$ cat src/rtl/ece423_pio_ctl.sv
// ============================================================================
// ece423_pio_ctl : Avalon-MM PIO with set/clear output, synchronised input,
//                  per-bit edge capture and maskable level irq.
// Optional: define ECE423_PIO_TOGGLE_EN to turn address 6 into OUTTOGGLE.
// Revision: 1.0
// ============================================================================
`default_nettype none

module ece423_pio_ctl #(
   parameter int          WIDTH          = 8,
   parameter logic [31:0] RESET_VALUE    = 32'h0,
   parameter int          EDGE_TYPE      = 0,
   parameter logic [31:0] IRQ_MASK_RESET = 32'h0
) (
   input  logic             clk,
   input  logic             reset,
   input  logic [2:0]       address,
   input  logic             chipselect,
   input  logic             write_n,
   input  logic [31:0]      writedata,
   output logic [31:0]      readdata,
   input  logic [WIDTH-1:0] in_port,
   output logic [WIDTH-1:0] out_port,
   output logic             irq
);

   localparam logic [2:0] ADDR_DATA     = 3'd0;
   localparam logic [2:0] ADDR_INPUT    = 3'd1;
   localparam logic [2:0] ADDR_IRQ_MASK = 3'd2;
   localparam logic [2:0] ADDR_EDGE_CAP = 3'd3;
   localparam logic [2:0] ADDR_OUTSET   = 3'd4;
   localparam logic [2:0] ADDR_OUTCLEAR = 3'd5;
`ifdef ECE423_PIO_TOGGLE_EN
   localparam logic [2:0] ADDR_TOGGLE   = 3'd6;
`endif
   localparam logic [1:0] ARM_DONE      = 2'd3;

   logic             wr;
   logic [WIDTH-1:0] wd;
   logic [WIDTH-1:0] data_out;
   logic [WIDTH-1:0] data_nxt;
   logic [WIDTH-1:0] irq_mask;
   logic [WIDTH-1:0] edge_cap;
   logic [WIDTH-1:0] in_s1;
   logic [WIDTH-1:0] in_sync;
   logic [WIDTH-1:0] in_prev;
   logic [WIDTH-1:0] edge_raw;
   logic [WIDTH-1:0] edge_det;
   logic [WIDTH-1:0] clr_mask;
   logic [WIDTH-1:0] rd_narrow;
   logic [1:0]       arm_cnt;

   assign wr = chipselect & ~write_n;
   assign wd = writedata[WIDTH-1:0];

   generate
      if (WIDTH < 32) begin : g_unused_wd
         logic unused_wd_hi;
         assign unused_wd_hi = ^writedata[31:WIDTH];
      end
   endgenerate

   // Output register next value; only one address can be written per cycle.
   always_comb begin
      data_nxt = data_out;
      if (wr) begin
         case (address)
            ADDR_DATA:     data_nxt = wd;
            ADDR_OUTSET:   data_nxt = data_out | wd;
            ADDR_OUTCLEAR: data_nxt = data_out & ~wd;
`ifdef ECE423_PIO_TOGGLE_EN
            ADDR_TOGGLE:   data_nxt = data_out ^ wd;
`endif
            default:       data_nxt = data_out;
         endcase
      end
   end

   always_ff @(posedge clk or posedge reset) begin
      if (reset) begin
         data_out <= RESET_VALUE[WIDTH-1:0];
         irq_mask <= IRQ_MASK_RESET[WIDTH-1:0];
      end else begin
         data_out <= data_nxt;
         if (wr && (address == ADDR_IRQ_MASK)) begin
            irq_mask <= wd;
         end
      end
   end

   always_ff @(posedge clk or posedge reset) begin
      if (reset) begin
         in_s1   <= '0;
         in_sync <= '0;
         in_prev <= '0;
         arm_cnt <= 2'd0;
      end else begin
         in_s1   <= in_port;
         in_sync <= in_s1;
         in_prev <= in_sync;
         if (arm_cnt != ARM_DONE) begin
            arm_cnt <= arm_cnt + 2'd1;
         end
      end
   end

   generate
      if (EDGE_TYPE == 1) begin : g_edge_fall
         assign edge_raw = ~in_sync & in_prev;
      end else if (EDGE_TYPE == 2) begin : g_edge_any
         assign edge_raw = in_sync ^ in_prev;
      end else begin : g_edge_rise
         assign edge_raw = in_sync & ~in_prev;
      end
   endgenerate

   // Suppress edges until the synchroniser holds real samples, so pins that
   // are already high when reset releases do not register as edges.
   assign edge_det = (arm_cnt == ARM_DONE) ? edge_raw : '0;
   assign clr_mask = (wr && (address == ADDR_EDGE_CAP)) ? wd : '0;

   always_ff @(posedge clk or posedge reset) begin
      if (reset) begin
         edge_cap <= '0;
      end else begin
         edge_cap <= edge_det | (edge_cap & ~clr_mask);
      end
   end

   assign irq      = |(edge_cap & irq_mask);
   assign out_port = data_out;

   always_comb begin
      rd_narrow = '0;
      case (address)
         ADDR_DATA:     rd_narrow = data_out;
         ADDR_INPUT:    rd_narrow = in_sync;
         ADDR_IRQ_MASK: rd_narrow = irq_mask;
         ADDR_EDGE_CAP: rd_narrow = edge_cap;
         default:       rd_narrow = '0;
      endcase
   end

   assign readdata = 32'(rd_narrow);

endmodule

`default_nettype wire

$ cat config.mk
export PLATFORM = sky130hd
export DESIGN_NAME = ece423_pio_ctl
export DESIGN_NICKNAME = d
export VERILOG_FILES = /design/src/rtl/ece423_pio_ctl.sv
export SDC_FILE = /design/constraint.sdc
export NUM_CORES = 1
export LEC_CHECK = 0
export CORE_ASPECT_RATIO = 0.8
export CORE_MARGIN = 2
export CORE_UTILIZATION = 45
export CTS_BUF_LIST = sky130_fd_sc_hd__clkbuf_4 sky130_fd_sc_hd__clkbuf_8
export CTS_CLUSTER_DIAMETER = 50
export DETAILED_ROUTE_END_ITERATION = 16
export HOLD_SLACK_MARGIN = 0.12
export PLACE_DENSITY = 0.82
export SYNTH_ARGS = -nofsm -noshare
export SYNTH_HDL_FRONTEND = slang
export SYNTH_SLANG_ARGS = --single-unit
$ cat constraint.sdc
create_clock -name clk -period 2.1 [get_ports clk]
set_input_delay 0.42 -clock clk [delete_from_list [all_inputs] [get_ports clk]]
set_output_delay 0.42 -clock clk [all_outputs]
set_load 0.03 [all_outputs]
==> flow_metrics.tcl <==
set metrics [dict create \
    drv_cap 0 \
    via_per_inst 5.18 \
    ys_seq_area_frac 0.544 \
    drtPass1Iterations 4 \
    h-tree-depth 2 \
    antenna_found_initial 0 \
    hold_violations 0 \
    routed_wl_mm 4.90 \
    yosys.area.top_type "dfrtp_1" \
    die-area_mm2 0.00570 \
    crit_fanout 4 \
    syn-cell-area_mm2 0.00230 \
    antenna_cells 0 \
    layout_common_cells "50 x dfrtp_1, 28 x clkdlybuf4s50_1, 24 x conb_1" \
    final_common_cell "dfrtp_1" \
    fin_crit_sh 0.983 \
    final_cells 290 \
    max_stage_delay_ns 0.48 \
    cts_hold_buf 0 \
    cts_buffers 5 \
    synthDominantCellAreaShare 0.544 \
    finalClockSkew_ns 0.00857 \
    grt_pass1_vias 1500 \
    die_w_um 83.9 \
    synthCells 170 \
    synthAdderAreaFrac 0.00544 \
    min_path_type "flip-flop to flip-flop" \
    layout-drive-gt1-share 0.263 \
    cts_root_buf "clkbuf_8" \
    cp.arrival_ns 1.64 \
    finalSetupViolCount 0 \
    start_kind "input port" \
    peakVddDrop_uv 426 \
    synth_cell_types 25 \
    drt_iter0_drc 67 \
    grt.total_usage 0.188 \
    critical_path_required_ns 1.68 \
    cp_top_family "buffers and inverters" \
    grt_pass1_wl_mm 8.04 \
    cts_tree "yes" \
    yosys.area_share.simple 0.130 \
    overflow 0 \
    synth_xor_area_frac 0.00381 \
    syn_to_final_growth_pct 26.4 \
    cts.sinks 50 \
    critPathBufInv 4 \
    status "completed" \
    crit_path_end_kind "output port" \
    cp_slowest_cell "mux4_2" \
    initial_core_util 0.462 \
    power.density_mw_per_mm2 887 \
    dpl.hpwl_mm 3.25 \
    clock_latency_ns 0.30 \
    min_period_ns 2.06 \
    power_mw 2.58 \
    slew_violations 0 \
    synth.area.mux_share 0.136 \
    async_reset_ff_frac 1.00 \
    fmax_ghz 0.484 \
    synth_top_family_by_area "multiplexers" \
    yosys_register_bits 50 \
    die_h_um 67.9 \
    synth_edf_count 0 \
    leakagePower_nw 1.27 \
    yosys_warnings 0 \
    route.vias.total 1501 \
    core-area_mm2 0.00498 \
    route.detailed.drc 0 \
    clk_pin_slew_ns 0.08 \
    synth.avg_cell_area_um2 13.5 \
    rows 23 \
    ys.flop_type "dfrtp_1" \
    grt_max_degree 32 \
    critPathKind "input port to output port" \
    globalplace.congestion 0.821 \
    dp.cells 276 \
    ios 88 \
    nets 275 \
    final.fill_count 416 \
    port_buffers 39 \
    ant_nets 0 \
    cp_cell_sequence "clkdlybuf4s15_2 -> buf_12 -> buf_4 -> mux4_2 -> nor2b_2 -> buf_6" \
    wl_per_cell_um 16.9 \
    clockBufferDepth 2 \
    synth_compound_area_frac 0.0713 \
    synthTopCellsByArea "dfrtp_1 54%, buf_4 8.2%, mux4_2 7.8%, mux2_4 5.2%, a221o_1 3.5%" \
    rsz0062_at_grt "false" \
]
[stage by stage]
step	area, um2	utilization	setup TNS [ns]	hold WS [ns]	worst slack [ns]
final	2910	0.584	0	0.352	0.0351
after global routing	2910	0.584	0	0.364	0.00314
after CTS	2900	0.582	0	0.354	0.0263
after detailed placement	2750	0.553	-6.17	0.335	-0.662
after global placement	2750	0.553	-5.93	0.332	-0.675
after floorplan	2380	-	0	0.331	0.293
[cell families (layout without fill, tap and decap cells)]
logic type | count (synthesis) | in the layout
AOI/OAI and AO/OA | 22 | 22
DFF | 50 | 50
adders and majority gates | 1 | 1
muxes | 17 | 17
buffers and inverters | 34 | 69
xor gates and xnor gates | 1 | 1
other | 1 | 24
and+or+nand+nor | 44 | 44
[area by class of cell]
class / instances / area [um2] / area share
clock buffers: 6 / 76.3 / 0.0263
clock inverters: 2 / 37.5 / 0.0129
inverters: 2 / 7.51 / 0.00258
multi-input cells: 109 / 888 / 0.306
flip-flops and latches: 50 / 1250 / 0.431
well taps: 62 / 77.6 / 0.0267
repair buffers: 59 / 567 / 0.195
[sequential cells by signal (all words and copies together), names as in the netlist]
register and flops:
edge_cap 8, in_prev 8, in_s1 8, in_sync 8, irq_mask 8, out_port 8, arm_cnt 2
[what timing repair did]
action                                  4_1_cts  5_1_grt
cloned                                        1        0
endpoints found under the setup margin        9        1
gates resized for setup                      44        2
buffers inserted                              5        0
hold endpoints to repair                      0        0
[worst register-to-register path, delay by kind of cell, from the launching register on]
| family | cells | cell delay [ns] |
|---|---|---|
| adder cells (fa/ha/maj) | 1 | 0.46 |
| multiplexers | 1 | 0.39 |
| flip-flops | 1 | 0.38 |
[metal layers]
metal / wire (um) / global-route usage / part of all wire / up-vias
li1: - / - / - / 675
met1: 2300 / 0.272 / 0.47 / 772
met2: 2290 / 0.286 / 0.47 / 47
met3: 261 / 0.0470 / 0.053 / 7
met4: 47 / 0.0565 / 0.0096 / 0
met5: 0 / 0 / 0 / -
[path summary, 6_finish.rpt]
kind,from,end,slack [ns],cells past startpoint
max,address[1],readdata[7],0.04,6
min,in_s1[3],in_sync[3],0.35,0
max reg2reg,arm_cnt[0],arm_cnt[1],0.76,2
min reg2reg,in_s1[3],in_sync[3],0.35,0
max in group asynchronous,reset,in_s1[2],1.16,3
min in group asynchronous,reset,out_port[3],0.43,2
[cells in the mapped netlist, types with 2 or more instances]
master     n
mux4_2     8
buf_6      3
mux2_4     8
dfrtp_1   50
a221o_1    8
nor2b_1    8
a22oi_1    4
nand3b_1   7
o21ai_0    9
nor4bb_1   8
nand2_1   16
buf_4     25
buf_2      3
inv_1      2
[where the power goes]
group	switching, mW	total [mW]	internal (mW)
logic	0.361	0.737	0.376
registers	0.0902	1.16	1.07
clock network	0.306	0.675	0.368
total	0.758	2.58	1.82
Power figures use the tool's default switching activity.
